$ cat config.mk
export PLATFORM = sky130hd
export DESIGN_NAME = selfadd_feeder_flat
export DESIGN_NICKNAME = d
export VERILOG_FILES = /design/src/rtl/selfadd_feeder_if.sv /design/src/rtl/selfadd_feeder.sv /design/src/flat_wrapper.sv
export SDC_FILE = /design/constraint.sdc
export NUM_CORES = 1
export LEC_CHECK = 0
export BUFFER_PORTS_ARGS = -buffer_cell sky130_fd_sc_hd__buf_4
export CAP_MARGIN = 15
export CORE_MARGIN = 2
export CORE_UTILIZATION = 40
export DETAILED_ROUTE_END_ITERATION = 8
export PLACE_DENSITY = 0.69
export SETUP_SLACK_MARGIN = 0.2
export SYNTH_ARGS = -nofsm -noshare
export SYNTH_HDL_FRONTEND = slang
export SYNTH_SLANG_ARGS = --single-unit
$ cat constraint.sdc
create_clock -name clk -period 2.2 [get_ports clk]
set_input_delay 0.55 -clock clk [delete_from_list [all_inputs] [get_ports clk]]
set_output_delay 0.55 -clock clk [all_outputs]
set_load 0.02 [all_outputs]
$ cat src/rtl/selfadd_feeder_if.sv
// selfadd_feeder_if: operand stream, accumulator link and window-sum stream of the feeder.
interface selfadd_feeder_if #(
  parameter int CW = 4
);
  logic          s_valid;
  logic          s_ready;
  logic          s_last;
  logic [15:0]   s_a;
  logic [15:0]   s_b;
  logic          acc_data_v;
  logic          acc_usr_rst;
  logic          acc_sum_v;
  logic [15:0]   acc_in_a;
  logic [15:0]   acc_in_b;
  logic [15:0]   acc_sum_a;
  logic [15:0]   acc_sum_b;
  logic          m_valid;
  logic          m_ready;
  logic [15:0]   m_sum_a;
  logic [15:0]   m_sum_b;
  logic [CW-1:0] m_count;
  logic          err;
  modport master (
    input  s_valid, s_a, s_b, s_last, acc_sum_a, acc_sum_b, acc_sum_v, m_ready,
    output s_ready, acc_data_v, acc_in_a, acc_in_b, acc_usr_rst, m_valid, m_sum_a, m_sum_b,
           m_count, err
  );
  modport slave (
    output s_valid, s_a, s_b, s_last, acc_sum_a, acc_sum_b, acc_sum_v, m_ready,
    input  s_ready, acc_data_v, acc_in_a, acc_in_b, acc_usr_rst, m_valid, m_sum_a, m_sum_b,
           m_count, err
  );
endinterface

$ cat src/rtl/selfadd_feeder.sv
// selfadd_feeder: issues operand pairs one at a time to a self-accumulating pair,
// collects the window sums and clears the accumulator between windows.
module selfadd_feeder #(
  parameter int WIN_LEN = 8,
  parameter int CLR_CYC = 2,
  parameter int TIMEOUT = 15,
  parameter int CW      = $clog2(WIN_LEN + 1)
) (
  input logic              clk,
  input logic              rst,
  selfadd_feeder_if.master bus
);
  localparam int CCW = (CLR_CYC > 1) ? $clog2(CLR_CYC) : 1;
  localparam int TW  = $clog2(TIMEOUT + 1);
  typedef enum logic [2:0] {CLEAR, READY, ISSUE, WAIT, DRAIN} state_t;
  state_t         state_q, state_d;
  logic [CCW-1:0] clr_q, clr_d;
  logic [TW-1:0]  tmr_q, tmr_d;
  logic [CW-1:0]  cnt_q, cnt_d;
  logic [CW-1:0]  m_count_q, m_count_d;
  logic [15:0]    in_a_q, in_a_d, in_b_q, in_b_d;
  logic [15:0]    m_sum_a_q, m_sum_a_d, m_sum_b_q, m_sum_b_d;
  logic           last_q, last_d;
  logic           err_q, err_d;
  logic           s_ready_q, data_v_q, usr_rst_q, m_valid_q;
  always_comb begin
    state_d   = state_q;
    clr_d     = clr_q;
    tmr_d     = tmr_q;
    cnt_d     = cnt_q;
    m_count_d = m_count_q;
    in_a_d    = in_a_q;
    in_b_d    = in_b_q;
    m_sum_a_d = m_sum_a_q;
    m_sum_b_d = m_sum_b_q;
    last_d    = last_q;
    // a result outside WAIT has no issue to belong to
    err_d     = err_q | (bus.acc_sum_v && state_q != WAIT);
    case (state_q)
      CLEAR: begin
        cnt_d   = '0;
        clr_d   = (clr_q == CCW'(CLR_CYC - 1)) ? '0 : clr_q + 1'b1;
        state_d = (clr_q == CCW'(CLR_CYC - 1)) ? READY : CLEAR;
      end
      READY: begin
        if (bus.s_valid) begin
          in_a_d  = bus.s_a;
          in_b_d  = bus.s_b;
          last_d  = bus.s_last;
          state_d = ISSUE;
        end
      end
      ISSUE: begin
        cnt_d   = cnt_q + 1'b1;
        tmr_d   = '0;
        state_d = WAIT;
      end
      WAIT: begin
        if (bus.acc_sum_v) begin
          if (cnt_q == CW'(WIN_LEN) || last_q) begin
            m_sum_a_d = bus.acc_sum_a;
            m_sum_b_d = bus.acc_sum_b;
            m_count_d = cnt_q;
            state_d   = DRAIN;
          end else begin
            state_d = READY;
          end
        end else if (tmr_q == TW'(TIMEOUT - 1)) begin
          err_d   = 1'b1;
          state_d = CLEAR;
        end else begin
          tmr_d = tmr_q + 1'b1;
        end
      end
      DRAIN: state_d = bus.m_ready ? CLEAR : DRAIN;
      default: state_d = CLEAR;
    endcase
  end
  always_ff @(posedge clk) begin
    if (!rst) begin
      state_q   <= CLEAR;
      clr_q     <= '0;
      tmr_q     <= '0;
      cnt_q     <= '0;
      m_count_q <= '0;
      in_a_q    <= '0;
      in_b_q    <= '0;
      m_sum_a_q <= '0;
      m_sum_b_q <= '0;
      last_q    <= 1'b0;
      err_q     <= 1'b0;
      s_ready_q <= 1'b0;
      data_v_q  <= 1'b0;
      usr_rst_q <= 1'b1;
      m_valid_q <= 1'b0;
    end else begin
      state_q   <= state_d;
      clr_q     <= clr_d;
      tmr_q     <= tmr_d;
      cnt_q     <= cnt_d;
      m_count_q <= m_count_d;
      in_a_q    <= in_a_d;
      in_b_q    <= in_b_d;
      m_sum_a_q <= m_sum_a_d;
      m_sum_b_q <= m_sum_b_d;
      last_q    <= last_d;
      err_q     <= err_d;
      s_ready_q <= state_d == READY;
      data_v_q  <= state_d == ISSUE;
      usr_rst_q <= state_d == CLEAR;
      m_valid_q <= state_d == DRAIN;
    end
  end
  assign bus.s_ready     = s_ready_q;
  assign bus.acc_data_v  = data_v_q;
  assign bus.acc_usr_rst = usr_rst_q;
  assign bus.acc_in_a    = in_a_q;
  assign bus.acc_in_b    = in_b_q;
  assign bus.m_valid     = m_valid_q;
  assign bus.m_sum_a     = m_sum_a_q;
  assign bus.m_sum_b     = m_sum_b_q;
  assign bus.m_count     = m_count_q;
  assign bus.err         = err_q;
endmodule

$ cat src/flat_wrapper.sv
// flat-port wrapper written by rule: the top's interface ports become plain ports
module selfadd_feeder_flat 
#(
  parameter int WIN_LEN = 8,
  parameter int CLR_CYC = 2,
  parameter int TIMEOUT = 15,
  parameter int CW      = $clog2(WIN_LEN + 1)
)
  (clk, rst, bus_s_valid, bus_s_a, bus_s_b, bus_s_last, bus_acc_sum_a, bus_acc_sum_b, bus_acc_sum_v, bus_m_ready, bus_s_ready, bus_acc_data_v, bus_acc_in_a, bus_acc_in_b, bus_acc_usr_rst, bus_m_valid, bus_m_sum_a, bus_m_sum_b, bus_m_count, bus_err);
  selfadd_feeder_if #(.CW(CW)) bus_i ();
  input logic clk;
  input logic rst;
  input wire logic [$bits(bus_i.s_valid)-1:0] bus_s_valid;
  input wire logic [$bits(bus_i.s_a)-1:0] bus_s_a;
  input wire logic [$bits(bus_i.s_b)-1:0] bus_s_b;
  input wire logic [$bits(bus_i.s_last)-1:0] bus_s_last;
  input wire logic [$bits(bus_i.acc_sum_a)-1:0] bus_acc_sum_a;
  input wire logic [$bits(bus_i.acc_sum_b)-1:0] bus_acc_sum_b;
  input wire logic [$bits(bus_i.acc_sum_v)-1:0] bus_acc_sum_v;
  input wire logic [$bits(bus_i.m_ready)-1:0] bus_m_ready;
  output wire logic [$bits(bus_i.s_ready)-1:0] bus_s_ready;
  output wire logic [$bits(bus_i.acc_data_v)-1:0] bus_acc_data_v;
  output wire logic [$bits(bus_i.acc_in_a)-1:0] bus_acc_in_a;
  output wire logic [$bits(bus_i.acc_in_b)-1:0] bus_acc_in_b;
  output wire logic [$bits(bus_i.acc_usr_rst)-1:0] bus_acc_usr_rst;
  output wire logic [$bits(bus_i.m_valid)-1:0] bus_m_valid;
  output wire logic [$bits(bus_i.m_sum_a)-1:0] bus_m_sum_a;
  output wire logic [$bits(bus_i.m_sum_b)-1:0] bus_m_sum_b;
  output wire logic [$bits(bus_i.m_count)-1:0] bus_m_count;
  output wire logic [$bits(bus_i.err)-1:0] bus_err;
  assign bus_i.s_valid = bus_s_valid;
  assign bus_i.s_a = bus_s_a;
  assign bus_i.s_b = bus_s_b;
  assign bus_i.s_last = bus_s_last;
  assign bus_i.acc_sum_a = bus_acc_sum_a;
  assign bus_i.acc_sum_b = bus_acc_sum_b;
  assign bus_i.acc_sum_v = bus_acc_sum_v;
  assign bus_i.m_ready = bus_m_ready;
  assign bus_s_ready = bus_i.s_ready;
  assign bus_acc_data_v = bus_i.acc_data_v;
  assign bus_acc_in_a = bus_i.acc_in_a;
  assign bus_acc_in_b = bus_i.acc_in_b;
  assign bus_acc_usr_rst = bus_i.acc_usr_rst;
  assign bus_m_valid = bus_i.m_valid;
  assign bus_m_sum_a = bus_i.m_sum_a;
  assign bus_m_sum_b = bus_i.m_sum_b;
  assign bus_m_count = bus_i.m_count;
  assign bus_err = bus_i.err;
  selfadd_feeder #(.WIN_LEN(WIN_LEN), .CLR_CYC(CLR_CYC), .TIMEOUT(TIMEOUT), .CW(CW)) u_core (.clk(clk), .rst(rst), .bus(bus_i));
endmodule
Word-level counts from Yosys, hierarchy flattened. Cells that the tools add are included.

Register bits: 86. Input port bits: 70. Output and inout port bits: 73.

Add/subtract/negate cells: 3. Eq/ne operators: 12. Muxes and demuxes: 15. Bitwise logic cells: 1. Reductions and logical operators: 9.

Operators by type and width (number): $pmux W4 S2 (2); $mux W3 (5); $pmux W3 S5 (1); $eq A3 B2 Y1 const B (3); $add A4 B1 Y4 const B (2); $eq A4 B4 Y1 const B (2); $mux W4 (2); $eq A3 B1 Y1 const B (2); $eq A3 B3 Y1 const B (2); $logic_not A3 Y1 (2); $reduce_and A3 Y1 (2); $mux W1 (5); $ne A2 B2 Y1 const B (2); $reduce_bool A2 Y1 (2); $ne A3 B2 Y1 const B (1); $reduce_and A2 Y1 (1); $add A1 B1 Y1 const B (1); $logic_and A1 B1 Y1 (1); $logic_or A1 B1 Y1 (1); $or A1 B1 Y1 (1).

Depth between registers and ports, before layout. Gate-level depths: netlist (run 1).

Depth in word-level cells: 6. Depth in mapped cells: 8.

Least setup slack after synthesis (run 1). OpenSTA, ideal clock, no wires.

Path type: register to register. Start point: reg u_core.cnt_q[0]. End point: reg u_core.m_sum_a_q[11], in the netlist u_core.bus.m_sum_a[11]. Arrival: 1383 ps. Slack: 678 ps. Cell stages (with the launch flop): 9. Buffers on the path: 2. Cells stage by stage: dfxtp_1 > inv_1 > ha_1 > and3b_1 > o211a_1 > buf_6 > buf_12 > nand2_1 > a21oi_2.

Cells in the longest elaborated chain, start to end: 3.

Ends and longest elaborated chain: from (decl) (RTL line selfadd_feeder.sv:19) `logic [CW-1:0] cnt_q, cnt_d;`; from (signal assigned) (RTL line selfadd_feeder.sv:100) `cnt_q <= cnt_d;`; $eq A4 B4 Y1 (RTL line selfadd_feeder.sv:60) `if (cnt_q == CW'(WIN_LEN) || last_q) begin`; $logic_or A1 B1 Y1 (RTL line selfadd_feeder.sv:60); $reduce_and A3 Y1 (no source line); to (signal assigned) (RTL line selfadd_feeder.sv:104) `m_sum_a_q <= m_sum_a_d;`; to (decl) (RTL line selfadd_feeder.sv:22) `logic [15:0] m_sum_a_q, m_sum_a_d, m_sum_b_q, m_sum_b_d;`.

No other way between the ends. A chain may end at the register's enable or synchronous reset.

Worst setup path after layout (run 1).
Start point: reg u_core.state_q[1]. End point: reg u_core.m_sum_b_q[8], in the netlist u_core.bus.m_sum_b[8].

Cells in the longest elaborated chain, start to end: 2.

Ends and longest elaborated chain: from (decl) (RTL line selfadd_feeder.sv:16) `state_t state_q, state_d;`; from (signal assigned) (RTL line selfadd_feeder.sv:97) `state_q <= state_d;`; $eq A3 B2 Y1 (RTL line selfadd_feeder.sv:39) `case (state_q)`; $reduce_and A3 Y1 (no source line); to (signal assigned) (RTL line selfadd_feeder.sv:105) `m_sum_b_q <= m_sum_b_d;`; to (decl) (RTL line selfadd_feeder.sv:22).

No other way between the ends.

==> results of run 1 <==
[cells in the mapped netlist (all sizes together) (2+ instances only)]
| library cell | n | area, µm² |
|---|---|---|
| o21ai | 4 | 20.02 |
| and3b | 2 | 18.77 |
| mux2i | 2 | 20.02 |
| nor3 | 2 | 10.01 |
| ha | 4 | 50.05 |
| nand3 | 5 | 25.02 |
| clkbuf | 11 | 41.29 |
| nand2 | 142 | 545.5 |
| a21oi | 75 | 431.7 |
| xnor2 | 3 | 26.28 |
| dfxtp | 86 | 1722 |
| inv | 7 | 26.27 |
| nor2 | 15 | 63.81 |
| a31o | 2 | 17.52 |
| buf | 13 | 120.1 |
| a211oi | 2 | 15.01 |
[registers in the layout, indices dropped and copies added (netlist names)]
name / count
u_core.bus.acc_data_v: 1
u_core.bus.acc_in_a: 16
u_core.bus.acc_in_b: 16
u_core.bus.acc_usr_rst: 1
u_core.bus.err: 1
u_core.bus.m_count: 4
u_core.bus.m_sum_a: 16
u_core.bus.m_sum_b: 16
u_core.bus.m_valid: 1
u_core.bus.s_ready: 1
u_core.clr_q: 1
u_core.cnt_q: 4
u_core.last_q: 1
u_core.state_q: 3
u_core.tmr_q: 4
[where the power goes]
part | internal (mW) | switching, mW
logic | 0.315 | 0.387
registers | 1.66 | 0.0871
clock network | 0.561 | 0.583
[worst register-to-register path, stage by stage (launching register included)]
cell	delay [ps]
dfxtp_1	610
and3b_2	310
o211a_1	250
buf_4	270
nand2_1	90
a21oi_1	120
[final cells by class]
class | instances | area share, %
tap | 105 | 2.837
sequential | 86 | 37.18
inverter | 7 | 0.5674
multi-input combinational | 275 | 30.07
clock buffer | 10 | 2.972
timing repair buffer | 150 | 24.86
clock inverter | 6 | 1.513
[logic make-up after synthesis]
kind of cell | Yosys count | share of synthesized area (%)
AO/OA/AOI/OAI | 89 | 16.48
XOR/XNOR | 3 | 0.7959
adder cells (fa/ha/maj) | 4 | 1.516
buffers and inverters | 31 | 5.684
flip-flops | 86 | 52.14
multiplexers | 3 | 0.9473
AND/OR/NAND/NOR | 176 | 22.43
[through the flow]
| step | worst slack [ps] | instance area, µm² | hold slack, ps | utilization [%] | power [mW] |
|---|---|---|---|---|---|
| floorplan | 678.2 | 3302 | 453.4 | - | 2.186 |
| finish | 479.8 | 4631 | 425.0 | 57.22 | 3.598 |
| CTS | 489.1 | 4631 | 417.8 | 57.22 | 3.629 |
| global placement | 540.0 | 4423 | 443.0 | 54.65 | 2.483 |
| detailed placement | 496.6 | 4423 | 447.3 | 54.65 | 2.498 |
| global route | 294.1 | 4631 | 423.5 | 57.22 | 3.785 |
[layer usage]
layer  GRT usage [%]  part of all wire, %  vias to the layer above
met5               0                    0                        -
met4           8.454                  2.1                        0
met3           3.113                  4.3                       14
met2           31.44                   51                       71
met1           20.81                   43                     1395
li1                -                    -                     1553
[path summary, 6_finish.rpt]
path                                       startpoint  depth (start not counted)                             endpoint
hold / removal                             bus_s_a[9]                          3  u_core.bus.acc_in_a[9]$_SDFFE_PN0P_
setup reg to reg         u_core.state_q[1]$_SDFF_PN0_                          5   u_core.bus.m_sum_b[8]$_SDFFE_PN0P_
setup / recovery         u_core.state_q[1]$_SDFF_PN0_                          5   u_core.bus.m_sum_b[8]$_SDFFE_PN0P_
hold reg to reg   u_core.bus.m_sum_a[13]$_SDFFE_PN0P_                          2  u_core.bus.m_sum_a[13]$_SDFFE_PN0P_
==> qor.csv, run 1 <==
metric;value;unit
status;finished, final reports clean;
fmax;0.5813;GHz
drv_slew;0;
ys.flop_type;dfxtp_1;
dp_hpwl;5715;µm
grt_pass1_vias;2935;
rows;33;
root_buffer;clkbuf_8;
cts_setup_buffers;0;
hold_buffers;0;
power_density;777.0;mW/mm²
drive_gt1_share;36.33;%
synthArstFlopShare;0;%
crit_path_top_delay_cell;dfxtp_1;
tritoncts;yes;
syn_area;0.003302;mm²
antenna_found_initial;0;
crit_chain;and3b_2 -> o211a_1 -> buf_4 -> nand2_1 -> a21oi_1;
drc;0;
crit_family;flip-flops;
gr-usage-all-layers;17.81;%
max-clock-path-buffers;2;
nFillCells;775;
ys_seq_area_share;52.14;%
port_buffers;142;
holdCritPathClass;input pin to flop;
fin_nets;603;
antennaDiodeCount;0;
dpl.cell_count;623;
vias_per_cell;4.746;
path_clk_slew;100;ps
crit_arrival;2010;ps
wl_per_cell;12.44;µm
drt_first_pass_iters;4;
syn_avg_cell_area;8.423;µm²
grt_max_degree;38;
initial_core_util;40.80;%
critPathLaunchType;flop;
cts.sinks;86;
routed_wl;7951;µm
cts_resized;0;
synth_edf_count;0;
area_delta_synth_final;40.24;%
crit_path_max_fanout;20;
gr-total-overflow;0;
setup_tns;0;ps
first_iter_violations;103;
cts_buffers;9;
layout_common_cells;148 x buf_4, 137 x nand2_1, 86 x dfxtp_1;
core_area;0.008093;mm²
setup_violations;0;
max_stage_delay;610;ps
crit_required;2490;ps
synth_seq_cells;86;
final_common_cell;buf_4;
die_w;94.86;µm
hold_viol;0;
grt_pass1_wl;12810;µm
seqCellArea;0.001722;mm²
vias;3033;
die_area;0.008997;mm²
ant_nets;0;
yosysUniqueCellTypes;43;
reg2reg_slack;480;ps
tightest_slew;500.8;ps
io_pins;143;
multiInputGateArea;0.001393;mm²
yosys_warnings;0;
final_cells;639;
rsz0062_at_grt;no;
drv_cap;0;
synth_cells;392;
clk_latency;360;ps
htree_levels;3;
fp.dieH;94.86;µm
synthesis.nets;466;
crit_buf_inv;1;
worstSetupPathType;flop to flop;
fin_crit_sh;78.19;%
place.gp.congestion;0.7863;
end_kind;flop;
vdd_drop_max;0.2880;mV
skew;12.33;ps
slew_headroom;66.14;%
leakage;1.889;nW
min_period;1720;ps
Note: power is estimated with default switching activity, not from simulation.
==> run 2: changes to the inputs <==
ABC_AREA = 1   (was unset)
PLACE_DENSITY = 0.73   (was 0.69)
clock period = 1.5 ns   (was 2.2 ns; I/O delays follow)
==> run 2 against run 1 <==
Net effect:
- final cell count increased by 5.6%
- register-to-register slack got worse by 320 ps
- critical path depth increased by 4
- global-route usage increased by 2.0 points
- setup slack got worse by 320 ps
- largest power group unchanged
==> qor.csv, run 2 <==
metric;value;unit;change
status;finished, final reports clean;;
slew_headroom;80.38;%;+14 points
synth_cells;406;;+3.6%
final_common_cell;buf_4;;
crit_family;simple AND/OR/NAND/NOR gates;;
cts_buffers;9;;unchanged
startpoint;u_core.cnt_q[0]$_SDFFE_PN0P_;;
synthesis.nets;480;;+3.0%
rr_endpoint;u_core.bus.m_sum_b[12]$_SDFFE_PN0P_;;
rr_startpoint;u_core.cnt_q[0]$_SDFFE_PN0P_;;
antennaDiodeCount;0;;unchanged
synth_top_area_share;54.54;%;+2.4 points
syn_avg_cell_area;7.775;µm²;-7.7%
yosys_warnings;0;;unchanged
ys_seq_area_share;54.54;%;+2.4 points
place.gp.congestion;0.8384;;+6.6%
holdCritPathClass;input pin to flop;;
tightest_slew;294.3;ps;-206.5 ps
cp.depth;9;;+4
ant_nets;0;;unchanged
max_stage_delay;350;ps;-260 ps
grt_pass1_vias;3140;;+7.0%
antenna_found_initial;0;;unchanged
hold_buffers;0;;unchanged
grt_pass1_wl;13720;µm;+7.1%
power.share.clock;33.9;%;+2.1 points
seqCellArea;0.001745;mm²;+1.4%
p_sw_share;27.46;%;-1.9 points
multiInputGateArea;0.001500;mm²;+7.7%
worstSetupPathType;flop to flop;;
synth_seq_cells;86;;unchanged
vdd_drop_max;0.6370;mV;+120%
crit_required;1750;ps;-740 ps
crit_end;u_core.bus.m_sum_b[12]$_SDFFE_PN0P_;;
synth.most_common_cell;nor2_1;;
skew;12.04;ps;-0.2861 ps
htree_levels;3;;unchanged
synth_edf_count;0;;unchanged
critPathLaunchType;flop;;
comb_power_share;21.7;%;+2.2 points
crit_arrival;1590;ps;-420 ps
root_buffer;clkbuf_8;;
die_w;92.84;µm;-2.1%
min_period;1342;ps;-378.5 ps
rsz0062_at_grt;yes;;
seqPwrFrac;44.4;%;-4.3 points
ff2ff_path_depth;9;;+4
crit_path_max_fanout;7;;-65%
dpl.cell_count;642;;+3.0%
vias_per_cell;4.840;;+2.0%
setup_tns;0;ps;unchanged
cts.sinks;86;;unchanged
drt_first_pass_iters;5;;+1
grt_max_degree;33;;-13%
fin_crit_sh;89.44;%;+11 points
dp_hpwl;5745;µm;+0.52%
gr-usage-all-layers;19.78;%;+2.0 points
gr-total-overflow;0;;unchanged
crit_chain;inv_2 -> ha_4 -> nand3_4 -> nand2_4 -> nand2_8 -> buf_12 -> clkinv_8 -> nor2_2 -> nor2_1;;
yosysTopAreaCell;dfxtp_1;;
ys.flop_type;dfxtp_1;;
io_pins;143;;unchanged
first_iter_violations;96;;-6.8%
hold_viol;0;;unchanged
yosysUniqueCellTypes;21;;-51%
p_int;4.203;mW;+65%
synth_area_leaders;dfxtp_1 55%, nor2_1 19%, o21ai_0 12%;;
drv_cap;0;;unchanged
drc;0;;unchanged
syn_area;0.003157;mm²;-4.4%
switchingPower;1.591;mW;+50%
vias;3267;;+7.7%
routed_wl;9218;µm;+16%
fin_nets;642;;+6.5%
fmax;0.7454;GHz;+28%
die_area;0.008618;mm²;-4.2%
tritoncts;yes;;
nFillCells;637;;-18%
area_delta_synth_final;62.43;%;
final_cells;675;;+5.6%
rows;32;;-3.0%
core_area;0.007687;mm²;-5.0%
clk_latency;340;ps;-20 ps
max-clock-path-buffers;2;;unchanged
end_kind;flop;;
port_buffers;142;;unchanged
initial_core_util;41.06;%;+0.26 points
reg2reg_slack;160;ps;-320 ps
synthArstFlopShare;0;%;unchanged
drv_slew;0;;unchanged
wl_per_cell;13.66;µm;+9.8%
crit_path_top_delay_cell;dfxtp_2;;
p_total;5.793;mW;+61%
drive_gt1_share;43.63;%;+7.3 points
path_clk_slew;90;ps;about the same
leakage;2.296;nW;+22%
fp.dieH;92.84;µm;-2.1%
crit_buf_inv;3;;+2
power_density;1130;mW/mm²;+45%
synthTopCellsByCount;159 x nor2_1, 86 x dfxtp_1, 76 x o21ai_0;;
setup_violations;0;;unchanged
layout_common_cells;158 x buf_4, 139 x nor2_1, 73 x dfxtp_1;;
==> run 2: cell types whose count changed after synthesis, moves of 11 or more <==
| cell | previous run | this run |
|---|---|---|
| a21oi_2 | 15 | 0 |
| nor2_1 | 14 | 159 |
| a21oi_1 | 60 | 10 |
| o21ai_0 | 4 | 76 |
| nand2_1 | 137 | 18 |
| inv_1 | 6 | 17 |
==> run 2: final cells by class <==
type	instances	area share, %
Tap cell	102	2.489
Timing Repair Buffer	167	26.26
Multi-Input combinational cell	281	29.26
Clock inverter	5	2.074
Clock buffer	11	2.757
Sequential cell	86	34.04
Inverter	19	1.733
Timing Repair inverter	4	1.391
==> run 2: how the worst min path moves through the flow <==
stage / startpoint / to / slack [ps] / cells after the start
6_report: bus_acc_sum_b[10] / u_core.bus.m_sum_b[10]$_SDFFE_PN0P_ / 260 / 3
5_1_grt: bus_acc_sum_b[0] / u_core.bus.m_sum_b[0]$_SDFFE_PN0P_ / 260 / 3
4_1_cts: bus_acc_sum_b[0] / u_core.bus.m_sum_b[0]$_SDFFE_PN0P_ / 260 / 3
3_5_place_dp: u_core.clr_q$_SDFFE_PN0N_ / u_core.clr_q$_SDFFE_PN0N_ / 460 / 2
3_3_place_gp: u_core.clr_q$_SDFFE_PN0N_ / u_core.clr_q$_SDFFE_PN0N_ / 450 / 2
2_1_floorplan: u_core.clr_q$_SDFFE_PN0N_ / u_core.clr_q$_SDFFE_PN0N_ / 440 / 2
==> run 2: power by group through the flow <==
stage	Sequential, mW	Clock [mW]	Combinational, mW
after global placement	2.61	0	1.08
after floorplan	2.78	0	0.430
after detailed placement	2.61	0	1.10
after CTS	2.57	1.99	1.16
final	2.57	1.96	1.26
after global routing	2.60	2.09	1.38
==> run 2: per-layer routing <==
| layer | share of wire [%] | up-vias | track usage, % |
|---|---|---|---|
| met1 | 40 | 1497 | 21.71 |
| met5 | 0 | - | 0 |
| met3 | 9.0 | 11 | 6.347 |
| li1 | - | 1620 | - |
| met2 | 50 | 139 | 35.63 |
| met4 | 1.2 | 0 | 6.985 |
==> run 2: repair_timing <==
item | 4_1_cts | 5_1_grt
gates cloned | 4 | 3
pin swaps | 7 | 10
setup endpoints to repair | 77 | 83
gates resized for setup | 60 | 61
buffers inserted | 5 | 5
==> run 2: cell families after synthesis <==
kind of cell,synth area share (%)
AND/OR/NAND/NOR,23.74
flip-flops,54.54
buffers and inverters,5.985
adder cells (fa/ha/maj),1.585
AO/OA/AOI/OAI,13.87
XOR/XNOR,0.2775
==> run 2: through the flow <==
step	worst slack, ps	utilization [%]	cell area (µm²)	hold WS, ps
2_1_floorplan	214.4	-	3161	436.0
3_3_place_gp	70.55	56.84	4369	447.3
3_5_place_dp	5.873	56.84	4369	459.4
4_1_cts	162.3	63.87	4910	257.8
5_1_grt	90.01	66.70	5127	260.3
6_report	158.4	66.70	5127	261.9
==> run 2: worst register-to-register path, stage by stage, from the launching register on <==
cell	delay (ps)
dfxtp_2	350
inv_2	60
ha_4	160
nand3_4	60
nand2_4	80
nand2_8	130
buf_12	190
clkinv_8	90
nor2_2	90
nor2_1	50
==> run 3: changes to the inputs <==
PLACE_DENSITY = unset   (was 0.73)
PLACE_DENSITY_LB_ADDON = 0.12   (was unset)
==> run 3 against run 2 <==
Net effect:
- critical path depth unchanged
- clock-buffer cell count did not move
- die area unchanged
- global-route usage up 0.69 points
- utilization up 2.7 points
- design area increased by 4.1%
- first-iteration DRC count down 2.1%
- final cell count rose by 0.44%
- hold slack got worse by 1.8 ps
- non-clock buffer count rose by 4
- critical endpoint is now u_core.bus.m_sum_a[5]$_SDFFE_PN0P_
- largest cell class unchanged
- largest power group unchanged
==> qor.csv, run 3 (synthesized netlist as in run 2, its figures left out) <==
metric;value;unit;change
status;finished, final reports clean;;
cts_buffers;9;;unchanged
root_buffer;clkbuf_8;;
crit_path_max_fanout;9;;+2
slew_headroom;82.73;%;+2.4 points
antennaDiodeCount;0;;unchanged
crit_required;1740;ps;about the same
max-clock-path-buffers;2;;unchanged
max_stage_delay;350;ps;about the same
drc;0;;unchanged
crit_buf_inv;3;;unchanged
worstSetupPathType;flop to flop;;
crit_top_cell;nor2_1;;
grt_pass1_wl;13920;µm;+1.5%
crit_family;simple AND/OR/NAND/NOR gates;;
first_iter_violations;94;;-2.1%
fmax;0.7333;GHz;-1.6%
holdCritPathClass;input pin to flop;;
routed_wl;9570;µm;+3.8%
crit_chain;inv_2 -> ha_4 -> nand3_4 -> nand2_4 -> nand2_8 -> buf_12 -> clkinv_16 -> nor2_1 -> nor2_1;;
setup_tns;0;ps;unchanged
die_w;92.84;µm;unchanged
setup_violations;0;;unchanged
min_from;bus_acc_sum_b[12];;
path_clk_slew;80;ps;about the same
layout_common_cells;157 x buf_4, 123 x nor2_1, 65 x dfxtp_1;;
place.gp.congestion;0.7612;;-9.2%
end_kind;flop;;
min_period;1364;ps;+22.14 ps
initial_core_util;41.06;%;unchanged
vias_per_cell;4.773;;-1.4%
tightest_slew;258.5;ps;-35.76 ps
dp_hpwl;5735;µm;-0.17%
fin_crit_sh;90.92;%;+1.5 points
seqCellArea;0.001755;mm²;+0.57%
tritoncts;yes;;
vdd_drop_max;0.6814;mV;+7.0%
leakage;2.410;nW;+5.0%
fin_ws;136.2;ps;-22.14 ps
port_buffers;142;;unchanged
nFillCells;643;;+0.94%
antenna_found_initial;0;;unchanged
gr-total-overflow;0;;unchanged
hold_buffers;0;;unchanged
rows;32;;unchanged
fp.dieH;92.84;µm;unchanged
drt_first_pass_iters;4;;-1
fin_nets;648;;+0.93%
drive_gt1_share;47.57;%;+3.9 points
pre_cts_ws;26.68;ps;+20.81 ps
grt_pass1_vias;3010;;-4.1%
power_density;1021;mW/mm²;-9.6%
critPathLaunchType;flop;;
vias;3236;;-0.95%
rsz0062_at_grt;yes;;
ant_nets;0;;unchanged
crit_path_top_delay_cell;dfxtp_2;;
drv_cap;0;;unchanged
rr_startpoint;u_core.cnt_q[0]$_SDFFE_PN0P_;;
crit_arrival;1600;ps;about the same
die_area;0.008618;mm²;unchanged
startpoint;u_core.cnt_q[0]$_SDFFE_PN0P_;;
io_pins;143;;unchanged
final_common_cell;buf_4;;
cts.sinks;86;;unchanged
clk_latency;350;ps;about the same
area_delta_synth_final;69.08;%;
multiInputGateArea;0.001590;mm²;+6.0%
gr-usage-all-layers;20.47;%;+0.69 points
drv_slew;0;;unchanged
htree_levels;3;;unchanged
skew;8.739;ps;-3.305 ps
grt_max_degree;33;;unchanged
hold_viol;0;;unchanged
core_area;0.007687;mm²;unchanged
wl_per_cell;14.12;µm;+3.4%
[run 3: changes by cell type in the layout (fill, tap and decap cells not counted), sizes merged]
cell / delta
clkinvlp: -1
bufinv: -2
clkinv: +1
inv: +1
clkbuf: +4
[run 3: worst reg2reg max path: stages, from the launching register on]
cell and delay [ps]:
dfxtp_2 350, inv_2 60, ha_4 160, nand3_4 60
nand2_4 70, nand2_8 120, buf_12 180, clkinv_16 80
nor2_1 120, nor2_1 70
[run 3: where the power goes]
group | internal (mW) | switching [mW]
registers | 2.46 | 0.114
clock network | 0.787 | 0.750
logic | 0.647 | 0.690
[run 3: metrics by stage]
step / area (µm²) / util [%] / total power, mW / instances / hold WS [ps]
finish: 5338 / 69.43 / 5.452 / 678 / 260.0
global route: 5338 / 69.43 / 5.746 / 678 / 248.8
CTS: 4932 / 64.16 / 5.304 / 667 / 251.8
detailed placement: 4364 / 56.77 / 3.700 / 643 / 461.3
global placement: 4364 / 56.77 / 3.676 / 643 / 453.6
floorplan: 3161 / - / 3.206 / 406 / 436.0
[run 3: final timing paths]
path	depth (start not counted)	slack, ps	to
setup / recovery	9	140	u_core.bus.m_sum_a[5]$_SDFFE_PN0P_
hold / removal	3	260	u_core.bus.m_sum_b[12]$_SDFFE_PN0P_
setup reg to reg	9	140	u_core.bus.m_sum_a[5]$_SDFFE_PN0P_
hold reg to reg	2	470	u_core.clr_q$_SDFFE_PN0N_
[run 3: repair_timing]
item	in CTS	in global routing
endpoints found under the setup margin	47	73
cloned	5	7
setup buffers	6	4
pin swaps	12	22
resized for setup	82	94
[run 3: metal layers]
metal / global-route usage (%) / wire length, µm
met2: 35.99 / 4994
met4: 6.985 / 149
met5: 0 / 0
met1: 23.33 / 3780
met3: 6.509 / 645
[run 3: area by class of cell]
class,count,area share (%)
Multi-Input combinational cell,281,29.79
Timing Repair inverter,6,1.992
Clock inverter,2,0.6564
Timing Repair Buffer,171,27.61
Tap cell,102,2.391
Sequential cell,86,32.89
Inverter,19,2.016
Clock buffer,11,2.649
